==> config.mk <==
export PLATFORM = sky130hd
export DESIGN_NAME = pe_state_sequencer_flat
export DESIGN_NICKNAME = d
export VERILOG_FILES = /design/src/rtl/pe_state_sequencer_pkg.sv /design/src/rtl/pe_state_sequencer_if.sv /design/src/rtl/pe_state_sequencer_beat_counter.sv /design/src/rtl/pe_state_sequencer.sv /design/src/flat_wrapper.sv
export SDC_FILE = /design/constraint.sdc
export NUM_CORES = 1
export LEC_CHECK = 0
export BUFFER_PORTS_ARGS = -buffer_cell sky130_fd_sc_hd__buf_2
export CORE_MARGIN = 8
export CORE_UTILIZATION = 55
export CTS_CLUSTER_SIZE = 28
export DETAILED_ROUTE_END_ITERATION = 10
export PLACE_DENSITY = 0.76
export REMOVE_ABC_BUFFERS = 1
export SLEW_MARGIN = 5
export SYNTH_ARGS = -nofsm -noshare
export SYNTH_HDL_FRONTEND = slang
export SYNTH_SLANG_ARGS = --single-unit
==> constraint.sdc <==
create_clock -name clock -period 7.65 [get_ports clock]
set_input_delay 0 -clock clock [delete_from_list [all_inputs] [get_ports clock]]
set_output_delay 0 -clock clock [all_outputs]
set_load 0.005 [all_outputs]
==> src/rtl/pe_state_sequencer_pkg.sv <==
// Shared definitions for the weight-buffer controller PE state path:
// command encoding, sequencer states and the delay-chain depth.
package pe_state_sequencer_pkg;

`ifndef SD
`define SD
`endif

    typedef enum logic [7:0] {
        PE_VALID   = 8'h00,
        PE_CLEAR   = 8'h01,
        PE_LOAD_W  = 8'h02,
        PE_COMPUTE = 8'h04,
        PE_ACC_OUT = 8'h08
    } pe_state_e;

    typedef logic [2:0] seq_state_t;

    localparam seq_state_t ST_IDLE    = 3'd0;
    localparam seq_state_t ST_CLEAR   = 3'd1;
    localparam seq_state_t ST_LOAD    = 3'd2;
    localparam seq_state_t ST_COMPUTE = 3'd3;
    localparam seq_state_t ST_ACCOUT  = 3'd4;
    localparam seq_state_t ST_DRAIN   = 3'd5;

    localparam int PE_ROWS_DEFAULT = 3;

    // First work phase still owed by the tile; ACC_OUT when nothing is left.
    function automatic seq_state_t work_state(input logic load_pending, input logic comp_pending);
        if (load_pending) begin
            return ST_LOAD;
        end else if (comp_pending) begin
            return ST_COMPUTE;
        end else begin
            return ST_ACCOUT;
        end
    endfunction

endpackage

==> src/rtl/pe_state_sequencer_if.sv <==
// Handshake and command bundle between the tile controller and the PE state sequencer.
interface pe_state_sequencer_if
    import pe_state_sequencer_pkg::*;
#(
    parameter int LEN_W = 16
);
    logic             start;
    logic [LEN_W-1:0] cfg_load_len;
    logic [LEN_W-1:0] cfg_comp_len;
    logic             abort;
    logic             wb_valid;
    logic             wb_ready;
    logic             act_valid;
    logic             act_ready;
    pe_state_e        state_out;
    logic             busy;
    logic             done;

    modport master (
        output start, cfg_load_len, cfg_comp_len, abort, wb_valid, act_valid,
        input  wb_ready, act_ready, state_out, busy, done
    );

    modport slave (
        input  start, cfg_load_len, cfg_comp_len, abort, wb_valid, act_valid,
        output wb_ready, act_ready, state_out, busy, done
    );
endinterface

==> src/rtl/pe_state_sequencer_beat_counter.sv <==
// Up-counter of accepted words/beats; flags the final one (count == len-1)
// and returns to zero as that final beat is taken, so it never wraps.
module pe_state_sequencer_beat_counter #(
    parameter int LEN_W = 16
) (
    input  logic             clock,
    input  logic             reset,
    input  logic             clear,
    input  logic             enable,
    input  logic [LEN_W-1:0] len,
    output logic             last
);
    logic [LEN_W-1:0] count_r;

    assign last = (count_r == (len - LEN_W'(1)));

    // Beat count register.
    always_ff @(posedge clock or posedge reset) begin
        if (reset) begin
            count_r <= {LEN_W{1'b0}};
        end else if (clear || (enable && last)) begin
            count_r <= {LEN_W{1'b0}};
        end else if (enable) begin
            count_r <= count_r + LEN_W'(1);
        end else begin
            count_r <= count_r;
        end
    end
endmodule

==> src/rtl/pe_state_sequencer.sv <==
// PE_STATE command generator: paces clear/load/compute/acc-out against the
// weight buffer and activation feed, then drains the row delay chains.
module pe_state_sequencer
    import pe_state_sequencer_pkg::*;
#(
    parameter int LEN_W   = 16,
    parameter int PE_ROWS = PE_ROWS_DEFAULT
) (
    input logic                 clock,
    input logic                 reset,
    pe_state_sequencer_if.slave bus
);
    localparam int DRAIN_W = (PE_ROWS > 1) ? $clog2(PE_ROWS) : 1;
    localparam logic [DRAIN_W-1:0] DRAIN_LAST = DRAIN_W'(PE_ROWS - 1);

    seq_state_t       st_r;
    seq_state_t       st_s;
    pe_state_e        cmd_s;
    pe_state_e        state_out_r;
    logic             busy_s;
    logic             busy_r;
    logic             done_s;
    logic             done_r;
    logic [LEN_W-1:0] load_len_r;
    logic [LEN_W-1:0] comp_len_r;
    logic [DRAIN_W-1:0] drain_cnt_r;
    logic             idle_s;
    logic             accept_s;
    logic             comp_nz_s;
    logic             load_nz_s;
    logic             wb_ready_s;
    logic             act_ready_s;
    logic             wb_hs_s;
    logic             act_hs_s;
    logic             load_last_s;
    logic             comp_last_s;
    logic             drain_last_s;

    assign idle_s       = (st_r == ST_IDLE);
    assign accept_s     = idle_s && bus.start;
    assign load_nz_s    = (load_len_r != {LEN_W{1'b0}});
    assign comp_nz_s    = (comp_len_r != {LEN_W{1'b0}});
    // abort must never let a word or beat be consumed, so it gates ready directly
    assign wb_ready_s   = (st_r == ST_LOAD) && !bus.abort;
    assign act_ready_s  = (st_r == ST_COMPUTE) && !bus.abort;
    assign wb_hs_s      = wb_ready_s && bus.wb_valid;
    assign act_hs_s     = act_ready_s && bus.act_valid;
    assign drain_last_s = (drain_cnt_r == DRAIN_LAST);

    assign bus.wb_ready  = wb_ready_s;
    assign bus.act_ready = act_ready_s;
    assign bus.state_out = state_out_r;
    assign bus.busy      = busy_r;
    assign bus.done      = done_r;

    pe_state_sequencer_beat_counter #(.LEN_W(LEN_W)) u_load_cnt (
        .clock  (clock),
        .reset  (reset),
        .clear  (idle_s),
        .enable (wb_hs_s),
        .len    (load_len_r),
        .last   (load_last_s)
    );

    pe_state_sequencer_beat_counter #(.LEN_W(LEN_W)) u_comp_cnt (
        .clock  (clock),
        .reset  (reset),
        .clear  (idle_s),
        .enable (act_hs_s),
        .len    (comp_len_r),
        .last   (comp_last_s)
    );

    // Next state and the command issued for the following cycle.
    always_comb begin
        st_s   = st_r;
        cmd_s  = PE_VALID;
        busy_s = 1'b1;
        done_s = 1'b0;
        case (st_r)
            ST_IDLE: begin
                if (bus.start) begin
                    st_s  = ST_CLEAR;
                    cmd_s = PE_CLEAR;
                end else begin
                    busy_s = 1'b0;
                end
            end
            ST_CLEAR: begin
                st_s = work_state(load_nz_s, comp_nz_s);
            end
            ST_LOAD: begin
                if (bus.abort) begin
                    st_s  = ST_DRAIN;
                    cmd_s = PE_CLEAR;
                end else if (wb_hs_s) begin
                    cmd_s = PE_LOAD_W;
                    st_s  = load_last_s ? work_state(1'b0, comp_nz_s) : ST_LOAD;
                end else begin
                    st_s = ST_LOAD;
                end
            end
            ST_COMPUTE: begin
                if (bus.abort) begin
                    st_s  = ST_DRAIN;
                    cmd_s = PE_CLEAR;
                end else if (act_hs_s) begin
                    cmd_s = PE_COMPUTE;
                    st_s  = comp_last_s ? ST_ACCOUT : ST_COMPUTE;
                end else begin
                    st_s = ST_COMPUTE;
                end
            end
            ST_ACCOUT: begin
                st_s  = ST_DRAIN;
                cmd_s = bus.abort ? PE_CLEAR : PE_ACC_OUT;
            end
            ST_DRAIN: begin
                if (drain_last_s) begin
                    st_s   = ST_IDLE;
                    done_s = 1'b1;
                end else begin
                    st_s = ST_DRAIN;
                end
            end
            default: begin
                st_s   = ST_IDLE;
                busy_s = 1'b0;
            end
        endcase
    end

    // FSM and registered outputs.
    always_ff @(posedge clock or posedge reset) begin
        if (reset) begin
            st_r        <= ST_IDLE;
            state_out_r <= PE_VALID;
            busy_r      <= 1'b0;
            done_r      <= 1'b0;
        end else begin
            st_r        <= st_s;
            state_out_r <= cmd_s;
            busy_r      <= busy_s;
            done_r      <= done_s;
        end
    end

    // Tile lengths, captured only when a start is accepted.
    always_ff @(posedge clock or posedge reset) begin
        if (reset) begin
            load_len_r <= {LEN_W{1'b0}};
            comp_len_r <= {LEN_W{1'b0}};
        end else if (accept_s) begin
            load_len_r <= bus.cfg_load_len;
            comp_len_r <= bus.cfg_comp_len;
        end else begin
            load_len_r <= load_len_r;
            comp_len_r <= comp_len_r;
        end
    end

    // Drain cycle counter, idle at zero outside DRAIN.
    always_ff @(posedge clock or posedge reset) begin
        if (reset) begin
            drain_cnt_r <= {DRAIN_W{1'b0}};
        end else if ((st_r == ST_DRAIN) && !drain_last_s) begin
            drain_cnt_r <= drain_cnt_r + DRAIN_W'(1);
        end else begin
            drain_cnt_r <= {DRAIN_W{1'b0}};
        end
    end
endmodule

==> src/flat_wrapper.sv <==
// flat-port wrapper written by rule: the top's interface ports become plain ports
module pe_state_sequencer_flat import pe_state_sequencer_pkg::*;
#(
    parameter int LEN_W   = 16,
    parameter int PE_ROWS = PE_ROWS_DEFAULT
)
  (clock, reset, bus_start, bus_cfg_load_len, bus_cfg_comp_len, bus_abort, bus_wb_valid, bus_act_valid, bus_wb_ready, bus_act_ready, bus_state_out, bus_busy, bus_done);
  pe_state_sequencer_if #(.LEN_W(LEN_W)) bus_i ();
  input logic clock;
  input logic reset;
  input wire logic [$bits(bus_i.start)-1:0] bus_start;
  input wire logic [$bits(bus_i.cfg_load_len)-1:0] bus_cfg_load_len;
  input wire logic [$bits(bus_i.cfg_comp_len)-1:0] bus_cfg_comp_len;
  input wire logic [$bits(bus_i.abort)-1:0] bus_abort;
  input wire logic [$bits(bus_i.wb_valid)-1:0] bus_wb_valid;
  input wire logic [$bits(bus_i.act_valid)-1:0] bus_act_valid;
  output wire logic [$bits(bus_i.wb_ready)-1:0] bus_wb_ready;
  output wire logic [$bits(bus_i.act_ready)-1:0] bus_act_ready;
  output wire logic [$bits(bus_i.state_out)-1:0] bus_state_out;
  output wire logic [$bits(bus_i.busy)-1:0] bus_busy;
  output wire logic [$bits(bus_i.done)-1:0] bus_done;
  assign bus_i.start = bus_start;
  assign bus_i.cfg_load_len = bus_cfg_load_len;
  assign bus_i.cfg_comp_len = bus_cfg_comp_len;
  assign bus_i.abort = bus_abort;
  assign bus_i.wb_valid = bus_wb_valid;
  assign bus_i.act_valid = bus_act_valid;
  assign bus_wb_ready = bus_i.wb_ready;
  assign bus_act_ready = bus_i.act_ready;
  assign bus_state_out = bus_i.state_out;
  assign bus_busy = bus_i.busy;
  assign bus_done = bus_i.done;
  pe_state_sequencer #(.LEN_W(LEN_W), .PE_ROWS(PE_ROWS)) u_core (.clock(clock), .reset(reset), .bus(bus_i));
endmodule
Yosys cells after proc, flatten, opt, wreduce, memory -nomap -nowiden
Cells that the tools add are included.
W data, S select, Z words.
- add/subtract/negate cells: 5
- mux-type cells: 27
- equal/unequal tests: 9
- reduce and logical (&&, ||, !) cells: 18
- operators by type and width (kind ; number):
    $mux W16 ; 4
    $mux W3 ; 11
    $add A16 B1 Y16 const B ; 2
    $eq A16 B16 Y1 ; 2
    $pmux W8 S4 ; 1
    $reduce_bool A16 Y1 ; 2
    $sub A16 B1 Y16 const B ; 2
    $pmux W3 S6 ; 1
    $mux W8 ; 2
    $logic_and A1 B1 Y1 ; 8
    $eq A3 B2 Y1 const B ; 2
    $eq A3 B3 Y1 const B ; 2
    $reduce_or A5 Y1 ; 1
    $mux W1 ; 4
    $mux W2 ; 2
    $mux W4 ; 1
    $reduce_bool A2 Y1 ; 2
    $eq A3 B1 Y1 const B ; 1
    $logic_not A3 Y1 ; 1
    $add A2 B1 Y2 const B ; 1
    $eq A2 B2 Y1 const B ; 1
    $logic_not A1 Y1 ; 2
    $logic_or A1 B1 Y1 ; 2
    $ne A2 B2 Y1 const B ; 1
    $pmux W1 S2 ; 1
- bits in registers: 79
- logic and storage cells: 68

Logic depth before layout (Yosys ltp)
Gate-level depths: netlist of the first run.
- depth in word-level cells: 6
- depth in mapped cells: 13
- depth with buffers taken out: 10

Hierarchy
Synthesis of the first run repeated with hierarchy kept, for this count alone.
- cells, all modules: 460
- area, all modules: 4843.4 um^2
- modules (own cells, without submodules) (module ; area each (um^2) ; seq. area each (um^2) ; times used ; cells an instance):
    pe_state_sequencer_beat_counter ; 1370.1 ; 400.4 ; 2 ; 154
    pe_state_sequencer ; 2103.3 ; 1076.0 ; 1 ; 152

Least setup slack after synthesis of the first run
No wires, ideal clock.
- path kind: register -> register
- from: reg u_core.comp_len_r[0]
- to: reg u_core.u_comp_cnt.count_r[0]
- data required time: 7.531 ns
- path slack: 5.170 ns
- period minus slack after synthesis: 2.480 ns
- cell stages (with the launch flop): 13
- arrival: 2.361 ns
- path buffers: 3
- path through: dfrtp_1 inv_1 ha_1 buf_2 nor4bb_1 o211ai_1 a2111oi_0 o2111ai_1 a2111oi_2 or2_1 buf_4 buf_6 nor2_1
- word-level cells in the longest chain between the ends: 5
- elaborated cells between the ends (all ways): 6
- RTL lines (element ; line ; source):
    start: declaration ; pe_state_sequencer.sv:25 ; logic [LEN_W-1:0] comp_len_r;
    start signal: assignment ; pe_state_sequencer.sv:152 ; comp_len_r <= {LEN_W{1'b0}};
    start signal: assignment ; pe_state_sequencer.sv:155 ; comp_len_r <= bus.cfg_comp_len;
    start signal: assignment ; pe_state_sequencer.sv:158 ; comp_len_r <= comp_len_r;
    $sub A16 B1 Y16 * ; pe_state_sequencer_beat_counter.sv:15 ; assign last = (count_r == (len - LEN_W'(1)));
    $eq A16 B16 Y1 * ; pe_state_sequencer_beat_counter.sv:15 ;
    $logic_and A1 B1 Y1 * ; pe_state_sequencer_beat_counter.sv:21 ; end else if (clear || (enable && last)) begin
    $logic_or A1 B1 Y1 * ; pe_state_sequencer_beat_counter.sv:21 ;
    $mux W16 or $reduce_bool A2 Y1 (tied branches) ; n/a ;
    end signal: assignment ; pe_state_sequencer_beat_counter.sv:20 ; count_r <= {LEN_W{1'b0}};
    end signal: assignment ; pe_state_sequencer_beat_counter.sv:22 ; count_r <= {LEN_W{1'b0}};
    end signal: assignment ; pe_state_sequencer_beat_counter.sv:24 ; count_r <= count_r + LEN_W'(1);
    end: declaration ; pe_state_sequencer_beat_counter.sv:13 ; logic [LEN_W-1:0] count_r;
Mark *: on every way between the ends. The rest lies on a longest branch, timed or not.
A chain may end at the register's enable or synchronous reset.

Worst setup path after layout of the first run
- from: reg u_core.comp_len_r[0]
- to: reg u_core.u_comp_cnt.count_r[7]
Same word-level chain as after synthesis.

==> summary.md, run 1 <==
| Metric | Value |
|---|---|
| Status | completed |
| Final WL | between 10000 and 15000 um |
| Arrival time worst endpoint | roughly 3.4 ns |
| Drt drc | 0 |
| Setup skew after layout | approximately 0.011 ns |
| Internal Power | between 1 and 1.5 mW |
| Placed Area | 4820 um^2 |
| Met1 usage | about a quarter |
| Vias in the first global route | about 3900 |
| Die Y | roughly 110 um |
| Post-DR wirelength/cell | between 15 and 20 um |
| GR Util met2 | about a third |
| Skew-Pair Late Insertion Delay | approximately 0.36 ns |
| RePlAce Congestion | 0.890 |
| Part of the cycle the worst path needs | 40.9% |
| Hold/Removal Path Class | in2reg |
| Combinational fraction of design power | ~37% |
| Gate Count Post-Synth | around 470 |
| Global-route wire length before repair | between 15000 and 20000 um |
| Relative slew slack | between 30% and 40% |
| CP delay by family, top | compound AO/OA/AOI/OAI gates |
| Setup WS pre-CTS | ~4.5 ns |
| Sw Pwr | slightly below 700 uW |
| Setup bufs post-CTS | 0 |
| Total CTS buffers | 9 |
| Mapped cell area | roughly 4600 um^2 |
| Final Max Slew Viols | 0 |
| Buf/Inv on CP | 1 |
| Critical path launch point type | flip-flop |
| Finished layout cell area | around 5400 um^2 |
| Iteration-0 DRC Markers | roughly 190 |
| Row count | 33 |
| Slew @ Worst Pin | between 0.9 and 1 ns |
| Pwr dens | about 310 nW/um^2 |
| # fillers | 650 |
| Starting Density | a little under three fifths |
| Antenna diode count | 0 |
| FF-to-FF setup slack | 4.52 ns |
| Clk buf depth | 2 |
| CP Class | reg2reg |
| Die extent in x | 108 um |
| Antenna violations before repair | 0 |
| ANT nets after route | 0 |
| Final Hold Vio Count | 0 |
| Crit end category | flip-flop |
| M3 GR Usage | a little over 5% |
| TritonCTS Sinks | 75 |
| Post-layout power | between 1.5 and 2 mW |
| Unique masters post-synth | between 60 and 70 |
| Final setup margin | ~4.5 ns |
| Placed insts | between 500 and 600 |
| Vias | around 3800 |
| CP peak stage delay | roughly 0.53 ns |
| Worst-path cell chain | inv_1 > ha_1 > nor4bb_1 > o211ai_1 > a2111oi_0 > o2111ai_1 > a2111oi_2 > or2_1 > nor2_1 |
| Clk root buf | clkbuf_8 |
| Share of power burned in registers | a little over two fifths |
| Async set-reset flop share out of synthesis | 100% |
| Clock-pin transition on the worst setup and hold timing paths | 0.07 ns |
| Max IR drop VDD | about 0.00017 V |
| Layout Cells excl Fill | 648 |
| RSZ-0062 raised after global routing | no |
| Avg Inst Size Synth | 9.75 um^2 |
| Largest net degree at the start of global routing | 76 |
| Crit-path max FO | 16 |
| Share of total power in the clock network | approximately a fifth |
| Area delta synth->final | 17.0% |
| Share of cells above drive strength 1 | between 10% and 20% |
| Max-cap viol count | 0 |
| Post-synthesis register bit count | 75 |
| Top_reg_cell synth | dfrtp_1 |
| H-tree depth | 3 |
| Max Freq | roughly 320 MHz |
| Most common cell after layout, fill and taps aside | dfrtp_1 |
| Slowest CP cell | or2_1 |
| Core area | 8180 um^2 |
| Dpl hpwl | around 7500 um |
| Sequential share of the synthesized area | slightly above 40% |
| Vias/cell | 5.83 |
| GRT Overall Usage | roughly a fifth |
| Lkg Pwr | between 2 and 2.5 nW |
| Gr busiest metal | met2 |
| I/O pin total | 50 |
| Final min period | roughly 3.1 ns |
| GRT overflow | 0 |
| IO Port Bufs | 45 |
| Die ar. | roughly 12000 um^2 |
| TritonCTS clock tree | done |
| Setup Viol. Count Final | 0 |
| Crit path required time | ~7.9 ns |
| Most frequent cells in the layout | dfrtp_1, nor2_1, buf_2 |
| Number of synthesized flops with an enable pin | 0 |
| Setup TNS | 0 ns |
| Ys Warns | 0 |
| Sw Ratio | 40.5% |
| Layout Nets | 581 |
| DRT Pass-1 Iters | 4 |
[final timing paths]
path / start / endpoint / cells past startpoint
min: bus_act_valid / u_core.bus.state_out[2]$_DFF_PP0_ / 2
max in group asynchronous: reset / u_core.comp_len_r[13]$_DFFE_PP0P_ / 4
max reg2reg: u_core.comp_len_r[0]$_DFFE_PP0P_ / u_core.u_comp_cnt.count_r[7]$_DFFE_PP0P_ / 9
min reg2reg: u_core.drain_cnt_r[0]$_DFF_PP0_ / u_core.drain_cnt_r[0]$_DFF_PP0_ / 1
min in group asynchronous: reset / u_core.u_comp_cnt.count_r[5]$_DFFE_PP0P_ / 4
max: u_core.comp_len_r[0]$_DFFE_PP0P_ / u_core.u_comp_cnt.count_r[7]$_DFFE_PP0P_ / 9
[through the flow]
stage               util, %  hold WS, ns
finish                 66.1        0.107
CTS                    66.1        0.106
detailed placement     58.9        0.210
global route           66.1        0.102
global placement       58.9        0.211
floorplan                 -       0.0276
[logic make-up after synthesis]
| logic type | count (synthesis) | synth area share (%) |
|---|---|---|
| fa+ha+maj | 5 | 1.35 |
| simple gates | 184 | 22.4 |
| flops | 75 | 40.6 |
| xor+xnor | 67 | 12.7 |
| buf+inv | 45 | 4.98 |
| mux | 36 | 8.58 |
| other cells | 1 | 0.0812 |
| compound gates | 61 | 9.31 |
[routing by layer]
metal  part of all wire, %  up-vias
met2                    50      102
li1                      -     1811
met1                    43     1851
met5                     0        -
met4                   1.6        0
met3                   5.2       15
[timing repair]
action | CTS | global route
hold endpoints to repair | 111 | 0
hold buffers | 36 | 0
resized for setup | 0 | 0
[power by group through the flow]
stage,registers [mW],logic (mW),clock network [mW]
2_1_floorplan,0.663,0.494,0
3_3_place_gp,0.710,0.594,0
3_5_place_dp,0.717,0.616,0
4_1_cts,0.710,0.633,0.355
5_1_grt,0.736,0.706,0.374
6_report,0.714,0.634,0.352
[cell usage after synthesis (4+ instances only)]
master     n  area [um^2]
nand2_1   27          101
a21oi_1    8         40.0
nand4_1   16          100
xor2_1    40          350
mux2_2    29          327
o31ai_1    5         37.5
mux2i_1    7         70.1
dfrtp_1   75         1880
and4_1     5         43.8
or4_1      4         30.0
o22ai_1    4         25.0
o21ai_0   10         50.1
and3_1    11         68.8
nor3_1    10         50.1
ha_1       5         62.6
clkbuf_1  17         63.8
and2_1     5         31.3
nor2_1    54          203
xnor2_1   27          236
nor4_1     5         31.3
buf_4      7         52.6
a31oi_1    5         31.3
inv_1     12         45.0
buf_6      4         45.0
nand3_1   19         95.1
[sequential cells by signal, indices dropped and copies added, names as in the netlist]
name / flops
u_core.st_r: 3
u_core.bus.done: 1
u_core.bus.state_out: 4
u_core.drain_cnt_r: 2
u_core.u_load_cnt.count_r: 16
u_core.bus.busy: 1
u_core.comp_len_r: 16
u_core.load_len_r: 16
u_core.u_comp_cnt.count_r: 16
[cell type report]
| class | count | area [um^2] | share of cell area, % |
|---|---|---|---|
| clock buffer | 11 | 141 | 2.62 |
| clock inverter | 5 | 86.3 | 1.60 |
| inverter | 12 | 45.0 | 0.833 |
| multi-input combinational | 357 | 2520 | 46.7 |
| sequential | 75 | 1880 | 34.7 |
| tap | 105 | 131 | 2.43 |
| timing repair buffer | 83 | 601 | 11.1 |
No activity file was read; power rests on OpenSTA's default activity.
==> inputs of run 2 (changes only) <==
Clock period 7.65 ns to 3.11 ns, I/O delays scaled along.
==> summary.md, run 2 (synthesis gave the netlist of run 1 again) <==
| Metric | Value |
|---|---|
| Layout Nets | 586 (+0.86%) |
| GRT Overall Usage | 19.8% (about the same) |
| Core area | 8180 um^2 (unchanged) |
| Die Y | 108 um (unchanged) |
| Most common cell after layout, fill and taps aside | dfrtp_1 |
| Setup skew after layout | 0.0114 ns (+0.000395 ns) |
| Pwr dens | 785 nW/um^2 (+150%) |
| Setup bufs post-CTS | 0 (unchanged) |
| Slowest CP cell | dfrtp_1 |
| Final min period | 2.80 ns (-0.327 ns) |
| # fillers | 634 (-2.5%) |
| Max-cap viol count | 0 (unchanged) |
| Final Util | 67.0% (+0.89 points) |
| Vias | 3738 (-1.1%) |
| Row count | 33 (unchanged) |
| Global-route wire length before repair | 18500 um (about the same) |
| FF-to-FF setup slack | 0.31 ns (-4.21 ns) |
| CP delay by family, top | compound AO/OA/AOI/OAI gates |
| TritonCTS clock tree | done |
| Skew-Pair Late Insertion Delay | 0.36 ns (about the same) |
| ANT nets after route | 0 (unchanged) |
| Launch point of the worst reg-to-reg path | u_core.comp_len_r[0]$_DFFE_PP0P_ |
| Worst R2R End | u_core.u_comp_cnt.count_r[7]$_DFFE_PP0P_ |
| Largest net degree at the start of global routing | 76 (unchanged) |
| CP peak stage delay | 0.44 ns (-0.09 ns) |
| IO Port Bufs | 45 (unchanged) |
| Antenna violations before repair | 0 (unchanged) |
| Share of cells above drive strength 1 | 20.1% (+0.77 points) |
| Die ar. | 11600 um^2 (unchanged) |
| Clock-pin transition on the worst setup and hold timing paths | 0.09 ns (+0.02 ns) |
| Iteration-0 DRC Markers | 189 (+1.6%) |
| Post-layout power | 4.30 mW (+150%) |
| Drt drc | 0 (unchanged) |
| Post-DR wirelength/cell | 16.6 um (-1.4%) |
| Max IR drop VDD | 0.000465 V (+180%) |
| DRT Pass-1 Iters | 5 (+1) |
| Status | completed |
| Total CTS buffers | 9 (unchanged) |
| Worst-path cell chain | inv_1 > ha_1 > nor4bb_1 > o211ai_1 > a2111oi_1 > o2111ai_1 > a2111oi_4 > or2_1 > buf_4 > nor2_1 |
| Setup Viol. Count Final | 0 (unchanged) |
| Crit end category | flip-flop |
| Final Hold Vio Count | 0 (unchanged) |
| Hold_sp | bus_act_valid |
| Vias in the first global route | 3789 (-2.1%) |
| Worst Reg-to-Reg Cells | 10 (+1) |
| Crit path required time | 3.35 ns (-4.52 ns) |
| Clk buf depth | 2 (unchanged) |
| Critical path launch point type | flip-flop |
| GRT overflow | 0 (unchanged) |
| Setup TNS | 0 ns (unchanged) |
| RSZ-0062 raised after global routing | no |
| Arrival time worst endpoint | 3.04 ns (-0.31 ns) |
| Starting Density | 56.5% (unchanged) |
| Part of the cycle the worst path needs | 90.1% (+49 points) |
| Vias/cell | 5.73 (-1.7%) |
| Die extent in x | 108 um (unchanged) |
| H-tree depth | 3 (unchanged) |
| Hold/Removal Path Class | in2reg |
| Buf/Inv on CP | 2 (+1) |
| Dpl hpwl | 7460 um (-0.28%) |
| Relative slew slack | 36.8% (-0.23 points) |
| TritonCTS Sinks | 75 (unchanged) |
| RePlAce Congestion | 0.904 (+1.6%) |
| Clk root buf | clkbuf_8 |
| Hold EP | u_core.bus.state_out[2]$_DFF_PP0_ |
| Lkg Pwr | 2.40 nW (+1.5%) |
| Crit-path max FO | 16 (unchanged) |
| I/O pin total | 50 (unchanged) |
| Worst hold path cell count | 2 (unchanged) |
| Slew @ Worst Pin | 0.948 ns (+0.00343 ns) |
| Max Freq | 357 MHz (+12%) |
| Area delta synth->final | 18.6% |
| Critical path depth | 10 (+1) |
| Final Max Slew Viols | 0 (unchanged) |
| Hold_ws | 0.115 ns (+0.00817 ns) |
| Final WL | 10800 um (-0.76%) |
| CP Class | reg2reg |
| Antenna diode count | 0 (unchanged) |
| Most frequent cells in the layout | dfrtp_1, nor2_1, buf_2 |
==> run 2: cell type report <==
cell class | count | area, um^2 | share of cell area (%)
Multi-Input combinational cell | 357 | 2540 | 46.3
Sequential cell | 75 | 1880 | 34.3
Timing Repair Buffer | 88 | 651 | 11.9
Tap cell | 105 | 131 | 2.40
Clock buffer | 9 | 124 | 2.26
Clock inverter | 6 | 113 | 2.06
Inverter | 12 | 45.0 | 0.822
==> run 2: report_power, final <==
part	switching, mW	internal (mW)
logic	0.857	0.820
registers	0.476	1.24
clock network	0.378	0.531
==> run 2: what timing repair did <==
item / CTS / global route
resized for setup: 0 / 2
endpoints found under the setup margin: 0 / 17
hold buffers: 36 / 0
endpoints found under the hold margin: 110 / 0
==> run 2: per-layer routing <==
metal	vias up	part of all wire (%)	global-route usage, %
met2	79	47	31.3
met1	1824	46	25.7
met4	0	2.7	9.12
met5	-	0	0
met3	24	3.7	3.59
li1	1811	-	-
==> run 2: worst max-delay path by stage <==
stage,from,endpoint,slack [ns]
final,u_core.comp_len_r[0]$_DFFE_PP0P_,u_core.u_comp_cnt.count_r[7]$_DFFE_PP0P_,0.31
after global routing,u_core.comp_len_r[0]$_DFFE_PP0P_,u_core.u_comp_cnt.count_r[0]$_DFFE_PP0P_,0.06
after CTS,u_core.comp_len_r[0]$_DFFE_PP0P_,u_core.u_comp_cnt.count_r[7]$_DFFE_PP0P_,0.22
after detailed placement,u_core.comp_len_r[0]$_DFFE_PP0P_,u_core.u_comp_cnt.count_r[15]$_DFFE_PP0P_,0.25
after global placement,u_core.comp_len_r[0]$_DFFE_PP0P_,u_core.u_comp_cnt.count_r[13]$_DFFE_PP0P_,0.40
after floorplan,u_core.comp_len_r[2]$_DFFE_PP0P_,u_core.u_comp_cnt.count_r[0]$_DFFE_PP0P_,0.50
==> run 2: through the flow <==
step,worst slack [ns],instances,cell area [um^2]
floorplan,0.498,444,4450
global placement,0.400,601,4870
detailed placement,0.245,601,4870
CTS,0.216,652,5470
global route,0.0646,652,5480
finish,0.308,652,5480
